$ cat config.mk
export PLATFORM = sky130hd
export DESIGN_NAME = mul_div_unit
export DESIGN_NICKNAME = d
export VERILOG_FILES = /design/src/rtl/mul_div_unit_pkg.sv /design/src/rtl/mul_div_unit_step.sv /design/src/rtl/mul_div_unit.sv
export SDC_FILE = /design/constraint.sdc
export NUM_CORES = 1
export LEC_CHECK = 0
export BUFFER_PORTS_ARGS = -buffer_cell sky130_fd_sc_hd__buf_2
export CAP_MARGIN = 5
export CORE_ASPECT_RATIO = 0.6
export CORE_MARGIN = 2
export CORE_UTILIZATION = 59
export CTS_CLUSTER_SIZE = 24
export DETAILED_ROUTE_END_ITERATION = 8
export PLACE_DENSITY_LB_ADDON = 0.2
export SYNTH_ARGS = -nofsm -noshare
export SYNTH_HDL_FRONTEND = slang
export SYNTH_HIERARCHICAL = 1
export SYNTH_SLANG_ARGS = --single-unit
$ cat constraint.sdc
create_clock -name clk -period 5.7 [get_ports clk]
set_clock_uncertainty 0.15 [all_clocks]
set_input_delay 1.14 -clock clk [delete_from_list [all_inputs] [get_ports clk]]
set_output_delay 1.14 -clock clk [all_outputs]
set_load 0.05 [all_outputs]
$ cat src/rtl/mul_div_unit_pkg.sv
// Shared op encodings and FSM state encodings for the multiply/divide unit.
// The state encodings are also consumed by the hazard unit for debug visibility.
package mul_div_unit_pkg;

  localparam int unsigned OP_W = 5;

  localparam logic [OP_W-1:0] ALU_OP_MUL  = 5'd12;
  localparam logic [OP_W-1:0] ALU_OP_MULU = 5'd13;
  localparam logic [OP_W-1:0] ALU_OP_DIV  = 5'd14;
  localparam logic [OP_W-1:0] ALU_OP_DIVU = 5'd15;
  localparam logic [OP_W-1:0] ALU_OP_MTHI = 5'd16;
  localparam logic [OP_W-1:0] ALU_OP_MTLO = 5'd17;

  typedef enum logic [1:0] {
    MDU_IDLE  = 2'd0,
    MDU_CALC  = 2'd1,
    MDU_FIXUP = 2'd2
  } mdu_state_e;

endpackage

$ cat src/rtl/mul_div_unit_step.sv
// One iteration of radix-2 shift-add multiply or restoring divide on
// unsigned magnitudes; the top iterates this DATA_WIDTH times.
module mul_div_step #(
  parameter int unsigned DATA_WIDTH = 32
) (
  input  logic                  i_is_div,
  input  logic [DATA_WIDTH-1:0] i_acc,
  input  logic [DATA_WIDTH-1:0] i_q,
  input  logic [DATA_WIDTH-1:0] i_b,
  output logic [DATA_WIDTH-1:0] o_acc,
  output logic [DATA_WIDTH-1:0] o_q
);

  logic [DATA_WIDTH:0]   w_sum;
  logic [DATA_WIDTH:0]   w_rsh;
  logic [DATA_WIDTH-1:0] w_diff;
  logic                  w_ge;

  assign w_sum  = {1'b0, i_acc} + (i_q[0] ? {1'b0, i_b} : (DATA_WIDTH+1)'(0));
  assign w_rsh  = {i_acc, i_q[DATA_WIDTH-1]};
  assign w_ge   = (w_rsh >= {1'b0, i_b});
  // A successful subtract always leaves a result below the divisor, so W bits suffice.
  assign w_diff = w_rsh[DATA_WIDTH-1:0] - i_b;

  always_comb begin
    o_acc = w_sum[DATA_WIDTH:1];
    o_q   = {w_sum[0], i_q[DATA_WIDTH-1:1]};
    if (i_is_div) begin
      o_acc = w_ge ? w_diff : w_rsh[DATA_WIDTH-1:0];
      o_q   = {i_q[DATA_WIDTH-2:0], w_ge};
    end
  end

endmodule

$ cat src/rtl/mul_div_unit.sv
// Multi-cycle multiply/divide unit owning the architectural HI/LO registers.
// Fixed latency of DATA_WIDTH+1 edges from acceptance to HI/LO update.
module mul_div_unit
  import mul_div_unit_pkg::*;
#(
  parameter int unsigned DATA_WIDTH   = 32,
  parameter int unsigned ALU_OP_WIDTH = 5
) (
  input  logic                    clk,
  input  logic                    rst_n,
  input  logic                    start,
  input  logic [ALU_OP_WIDTH-1:0] op,
  input  logic [DATA_WIDTH-1:0]   rs,
  input  logic [DATA_WIDTH-1:0]   rt,
  input  logic                    stall,
  input  logic                    flush,
  output logic                    busy,
  output logic                    done,
  output logic [DATA_WIDTH-1:0]   hi,
  output logic [DATA_WIDTH-1:0]   lo
);

  localparam int unsigned CNT_W = $clog2(DATA_WIDTH + 1);

  mdu_state_e            r_state, w_state_n;
  logic [CNT_W-1:0]      r_cnt;
  logic [DATA_WIDTH-1:0] r_acc, r_q, r_b, r_hi, r_lo;
  logic                  r_is_div, r_neg_res, r_neg_rem, r_dz, r_done;

  logic                    w_is_mul, w_is_div, w_signed, w_accept, w_start_md, w_fix_write;
  logic [DATA_WIDTH-1:0]   w_a_abs, w_b_abs, w_acc_n, w_q_n, w_quo, w_rem;
  logic [2*DATA_WIDTH-1:0] w_prod, w_prod_fix;

  assign w_is_mul   = (op == ALU_OP_WIDTH'(ALU_OP_MUL)) || (op == ALU_OP_WIDTH'(ALU_OP_MULU));
  assign w_is_div   = (op == ALU_OP_WIDTH'(ALU_OP_DIV)) || (op == ALU_OP_WIDTH'(ALU_OP_DIVU));
  assign w_signed   = (op == ALU_OP_WIDTH'(ALU_OP_MUL)) || (op == ALU_OP_WIDTH'(ALU_OP_DIV));
  assign w_accept   = start && !stall && !flush && (r_state == MDU_IDLE);
  assign w_start_md = w_accept && (w_is_mul || w_is_div);
  assign w_a_abs    = (w_signed && rs[DATA_WIDTH-1]) ? -rs : rs;
  assign w_b_abs    = (w_signed && rt[DATA_WIDTH-1]) ? -rt : rt;

  mul_div_step #(.DATA_WIDTH(DATA_WIDTH)) u_step (
    .i_is_div (r_is_div),
    .i_acc    (r_acc),
    .i_q      (r_q),
    .i_b      (r_b),
    .o_acc    (w_acc_n),
    .o_q      (w_q_n)
  );

  // Sign fixup on the unsigned magnitude results
  assign w_prod     = {r_acc, r_q};
  assign w_prod_fix = r_neg_res ? -w_prod : w_prod;
  assign w_quo      = r_dz ? '1 : (r_neg_res ? -r_q : r_q);
  assign w_rem      = r_neg_rem ? -r_acc : r_acc;

  always_ff @(posedge clk or negedge rst_n) begin
    if (!rst_n) r_state <= MDU_IDLE;
    else        r_state <= w_state_n;
  end

  always_comb begin
    w_state_n   = r_state;
    w_fix_write = 1'b0;
    case (r_state)
      MDU_IDLE:  if (w_start_md) w_state_n = MDU_CALC;
      MDU_CALC: begin
        if (flush)                     w_state_n = MDU_IDLE;
        else if (r_cnt == CNT_W'(1))   w_state_n = MDU_FIXUP;
      end
      MDU_FIXUP: begin
        w_state_n   = MDU_IDLE;
        w_fix_write = !flush;
      end
      default:   w_state_n = MDU_IDLE;
    endcase
  end

  always_ff @(posedge clk or negedge rst_n) begin
    if (!rst_n) begin
      r_cnt     <= '0;
      r_acc     <= '0;
      r_q       <= '0;
      r_b       <= '0;
      r_hi      <= '0;
      r_lo      <= '0;
      r_is_div  <= 1'b0;
      r_neg_res <= 1'b0;
      r_neg_rem <= 1'b0;
      r_dz      <= 1'b0;
      r_done    <= 1'b0;
    end else begin
      r_done <= w_fix_write;
      if (w_start_md) begin
        r_is_div  <= w_is_div;
        r_neg_res <= w_signed && (rs[DATA_WIDTH-1] ^ rt[DATA_WIDTH-1]);
        r_neg_rem <= w_signed && w_is_div && rs[DATA_WIDTH-1];
        r_dz      <= (rt == '0);
        r_cnt     <= CNT_W'(DATA_WIDTH);
        r_acc     <= '0;
        r_q       <= w_a_abs;
        r_b       <= w_b_abs;
      end else if (r_state == MDU_CALC) begin
        r_acc <= w_acc_n;
        r_q   <= w_q_n;
        r_cnt <= r_cnt - CNT_W'(1);
      end
      if (w_accept && (op == ALU_OP_WIDTH'(ALU_OP_MTHI))) r_hi <= rs;
      if (w_accept && (op == ALU_OP_WIDTH'(ALU_OP_MTLO))) r_lo <= rs;
      if (w_fix_write) begin
        if (r_is_div) begin
          r_hi <= w_rem;
          r_lo <= w_quo;
        end else begin
          {r_hi, r_lo} <= w_prod_fix;
        end
      end
    end
  end

  assign busy = (r_state != MDU_IDLE);
  assign done = r_done;
  assign hi   = r_hi;
  assign lo   = r_lo;

endmodule

==> Flow_metrics.wiki <==
{| class="wikitable"
! Metric !! Value
|-
| Setup violators final || 0
|-
| Number of nets at the end of the flow || 2,165
|-
| Most numerous cell in the Yosys netlist || nand2_1
|-
| P per Cell Area || roughly 530 mW/mm²
|-
| Resized cells post-CTS || 0
|-
| Slew of the pin with the lowest slew margin || just over 1 ns
|-
| Fmax || 243 MHz
|-
| Cell depth of the worst min-delay path || 1
|-
| Count of flip-flops with a built-in enable after synthesis || 0
|-
| DRC marker count from the first detailed-route iteration || 2,025
|-
| Yosys top cell area share || 0.280
|-
| Average instance area after synthesis || between 7 and 8 µm²
|-
| Pins over their slew limit || 0
|-
| Crit-path max cell delay || approximately 0.50 ns
|-
| Total CTS buffers || 17
|-
| Mapped Nets || 2,120
|-
| Router iterations before antenna repair || 9
|-
| Cell at the root of the clock tree || clkbuf_16
|-
| Category of cells accounting for the largest share of critical-path delay || compound AO/OA/AOI/OAI gates
|-
| Area enclosed by the die boundary || 0.0275 mm²
|-
| Number of core rows || 45
|-
| P&R area growth vs syn || 8.70%
|-
| Combined flip-flop and latch cell area || 0.00433 mm²
|-
| Leading area contributor after synthesis || dfrtp_1
|-
| Share of the clock period used by the worst path || 0.721
|-
| First-pass GRT wire length || roughly 84,000 µm
|-
| Remaining number of nets flagged by the antenna check after routing || 0
|-
| Post-CTS setup buffer count || 0
|-
| Total of buffers placed on input and output ports || 139
|-
| Overall power of the completed layout || 8.89 mW
|-
| Multiplexer share of the synthesized area || 0.0347
|-
| Kind of critical path || flip-flop to flip-flop
|-
| Cell breakdown of the critical path || buf_4, and2_1, ha_1, fa_1, a21oi_1, o211ai_1, a31oi_1, nor3_1, o211ai_1, nor3_1, a211oi_1, xor2_1, mux2i_1, nand2_1, a21oi_1
|-
| # clock sinks || 173
|-
| Cts hold-fix bufs || 0
|-
| Initial core utilization || 0.606
|-
| Number of global-route vias before repair || 14,400
|-
| Final critical delay including setup and external delays || 4.11 ns
|-
| Wire length after detailed routing || 55,600 µm
|-
| Post-Synthesis Cell Area || 0.0155 mm²
|-
| Initial antenna violation count || 0
|-
| Via count || between 15,000 and 20,000
|-
| Required arrival time at the worst endpoint || 5.88 ns
|-
| I/O pin count || 140
|-
| Residual DRC count || 0
|-
| Pleak || 7.45 nW
|-
| Flip-flop and latch count after synthesis || 173
|-
| Data arrival time at the worst-slack endpoint || between 4 and 5 ns
|-
| Half-perimeter wire length after placement || 41,700 µm
|-
| Hold wc startpoint || lo[26]
|-
| CTS tree || done
|-
| Compound-Gate Fraction of Synth Area || 0.252
|-
| Asr flop ratio synth || 1.00
|-
| Most instantiated cells after synthesis || nand2_1, a21oi_1, dfrtp_1, nor2_1, o21ai_0
|-
| Die Width || roughly 210 µm
|-
| Avg Vias per Cell || approximately 6.7
|-
| Post-synthesis sequential area ratio || 0.280
|-
| Max capacitance violation total || 0
|-
| Global-route total usage across every layer || 0.407
|-
| Reg2reg setup slack || 1.59 ns
|-
| Capturing element type of the critical path || flip-flop
|-
| Final weighted congestion in routability-driven placement || 0.983
|-
| Synth Area in Adders || 0.0593
|-
| Final core area utilization || 0.658
|-
| Unique masters post-synth || 87
|-
| Fraction of layout cells with a size suffix above 1 || 0.130
|-
| Clock input transition at the sequential cells of the worst setup and hold paths || 0.07 ns
|-
| Synthesized netlist cell count || 1,974
|-
| Crit Reg-Reg Startpoint || r_q[0]
|-
| Kind of launch point of the worst setup path || flip-flop
|-
| Routed wirelength normalized by instance count || 23.4 µm
|-
| Bufs and invs on worst path || 1
|-
| Clock Path Buffers || 2
|-
| Combined area of the multi-input logic cells || 0.0103 mm²
|-
| Outcome || completed
|-
| Hold Fails Final Rpt || 0
|-
| Reg2reg end || r_acc[29]
|-
| Y dimension of the die || 129 µm
|-
| Number of cell instances on the worst register-to-register path || 15
|-
| Hold WC Path Type || flip-flop to flip-flop
|-
| Syn. warnings || 6
|-
| Post-route setup TNS || 0 ns
|-
| Endpoint of the worst hold-timing path || lo[26]
|-
| Fraction of synthesized cell area in xor and xnor cells || 0.0930
|-
| Cell types with the largest area share after synthesis || dfrtp_1, nand2_1, a21oi_1, ha_1, xor2_1
|-
| Cell at the slowest stage of the critical path || dfrtp_1
|-
| Layout fillers || 2,252
|-
| Post-synthesis share of cell area spent on and, or, nand and nor gates || 0.226
|-
| Clock insertion delay at the later pin of the skew report || 0.46 ns
|-
| Worst vdd ir || around 0.26 mV
|-
| Antenna diode count || 0
|-
| Standard cell core area || 0.0255 mm²
|-
| Remaining global-route overflow || 0
|-
| Largest family of logic cells by synthesized area || compound AO/OA/AOI/OAI gates
|-
| Setup repair after global routing missed its margin || false
|-
| Crit-path max FO || 24
|-
| Commonest register cell after synthesis || dfrtp_1
|-
| H-tree level count || 4
|-
| Maximum number of pins on one net before global-route repair || 95
|-
| Rel. slew slack || 0.310
|}
final cells by class:
cell class                      count  area share
Inverter                           67      0.0150
Tap cell                          352      0.0262
Multi-Input combinational cell   1599       0.614
Clock buffer                       19      0.0264
Timing Repair Buffer              161      0.0524
Clock inverter                     11     0.00805
Sequential cell                   173       0.258
logic make-up (layout without fill, tap and decap cells):
| logic type | Yosys count | after routing |
|---|---|---|
| buffers and inverters | 202 | 258 |
| muxes | 49 | 49 |
| xor gates and xnor gates | 164 | 164 |
| and+or+nand+nor | 715 | 715 |
| adders and majority gates | 72 | 72 |
| DFF | 173 | 173 |
| AOI/OAI and AO/OA | 599 | 599 |
metal layers:
metal,wire length [µm],global-route usage,share of wire,vias up
met1,24500,0.602,0.44,7613
met4,860,0.0963,0.015,4
met3,9280,0.190,0.17,85
met2,20900,0.519,0.37,1076
li1,-,-,-,7251
met5,144,0.0379,0.0026,-
layout by cell type (no fill, tap or decap), types with 11 or more instances in the layout:
cell | synthesis | final
a21o_1 | 34 | 34
a221o_1 | 29 | 29
nor3_1 | 42 | 42
o21ai_0 | 107 | 107
buf_4 | 4 | 21
buf_2 | 12 | 138
or3_1 | 23 | 23
nor2b_1 | 15 | 14
and2_1 | 38 | 38
o31ai_1 | 30 | 30
ha_1 | 70 | 70
o21a_1 | 11 | 11
nand4_1 | 23 | 23
a31oi_1 | 53 | 53
mux2i_1 | 13 | 13
o21ai_1 | 20 | 20
xor2_1 | 86 | 86
nor4_1 | 27 | 27
or4_1 | 17 | 17
a22oi_1 | 12 | 12
clkbuf_16 | 0 | 17
dfrtp_1 | 173 | 172
o211ai_1 | 19 | 19
a21oi_1 | 179 | 179
mux2_2 | 32 | 32
a211oi_1 | 20 | 20
o41ai_1 | 15 | 15
nor2_1 | 115 | 114
nand2_1 | 299 | 298
and3_1 | 31 | 31
nand3_1 | 30 | 30
xnor2_1 | 78 | 78
inv_1 | 65 | 65
how the worst max path moves through the flow:
stage                      start  slack [ns]  depth (start not counted)         to
after floorplan           rs[14]        2.32                          7    r_q[26]
after global placement     op[1]        1.80                          8     hi[13]
after detailed placement   op[1]        1.73                          8     hi[13]
after CTS                 r_q[0]        1.70                         15  r_acc[29]
after global routing      r_q[0]        1.33                         15  r_acc[29]
final                     r_q[0]        1.59                         15  r_acc[29]
flip-flops by register name, summed over array words and instances (netlist names), 2 cells and up:
register,cells
r_cnt,6
hi,32
r_acc,32
r_state,2
r_q,32
r_b,32
lo,32
per-stage QoR:
| step | hold slack, ns | cells | setup slack, ns | instance area (µm²) |
|---|---|---|---|---|
| 3_3_place_gp | 0.344 | 2352 | 1.80 | 16200 |
| 2_1_floorplan | 0.313 | 1974 | 2.32 | 15500 |
| 3_5_place_dp | 0.341 | 2352 | 1.73 | 16200 |
| 6_report | 0.360 | 2382 | 1.59 | 16800 |
| 4_1_cts | 0.364 | 2382 | 1.70 | 16800 |
| 5_1_grt | 0.381 | 2382 | 1.33 | 16800 |
where the power goes:
part	internal [mW]	leakage, nW	switching (mW)
combinational	2.06	4.93	3.31
clock	0.660	0.278	0.552
sequential	1.52	2.24	0.789
Note: power is estimated with default switching activity, not from simulation.
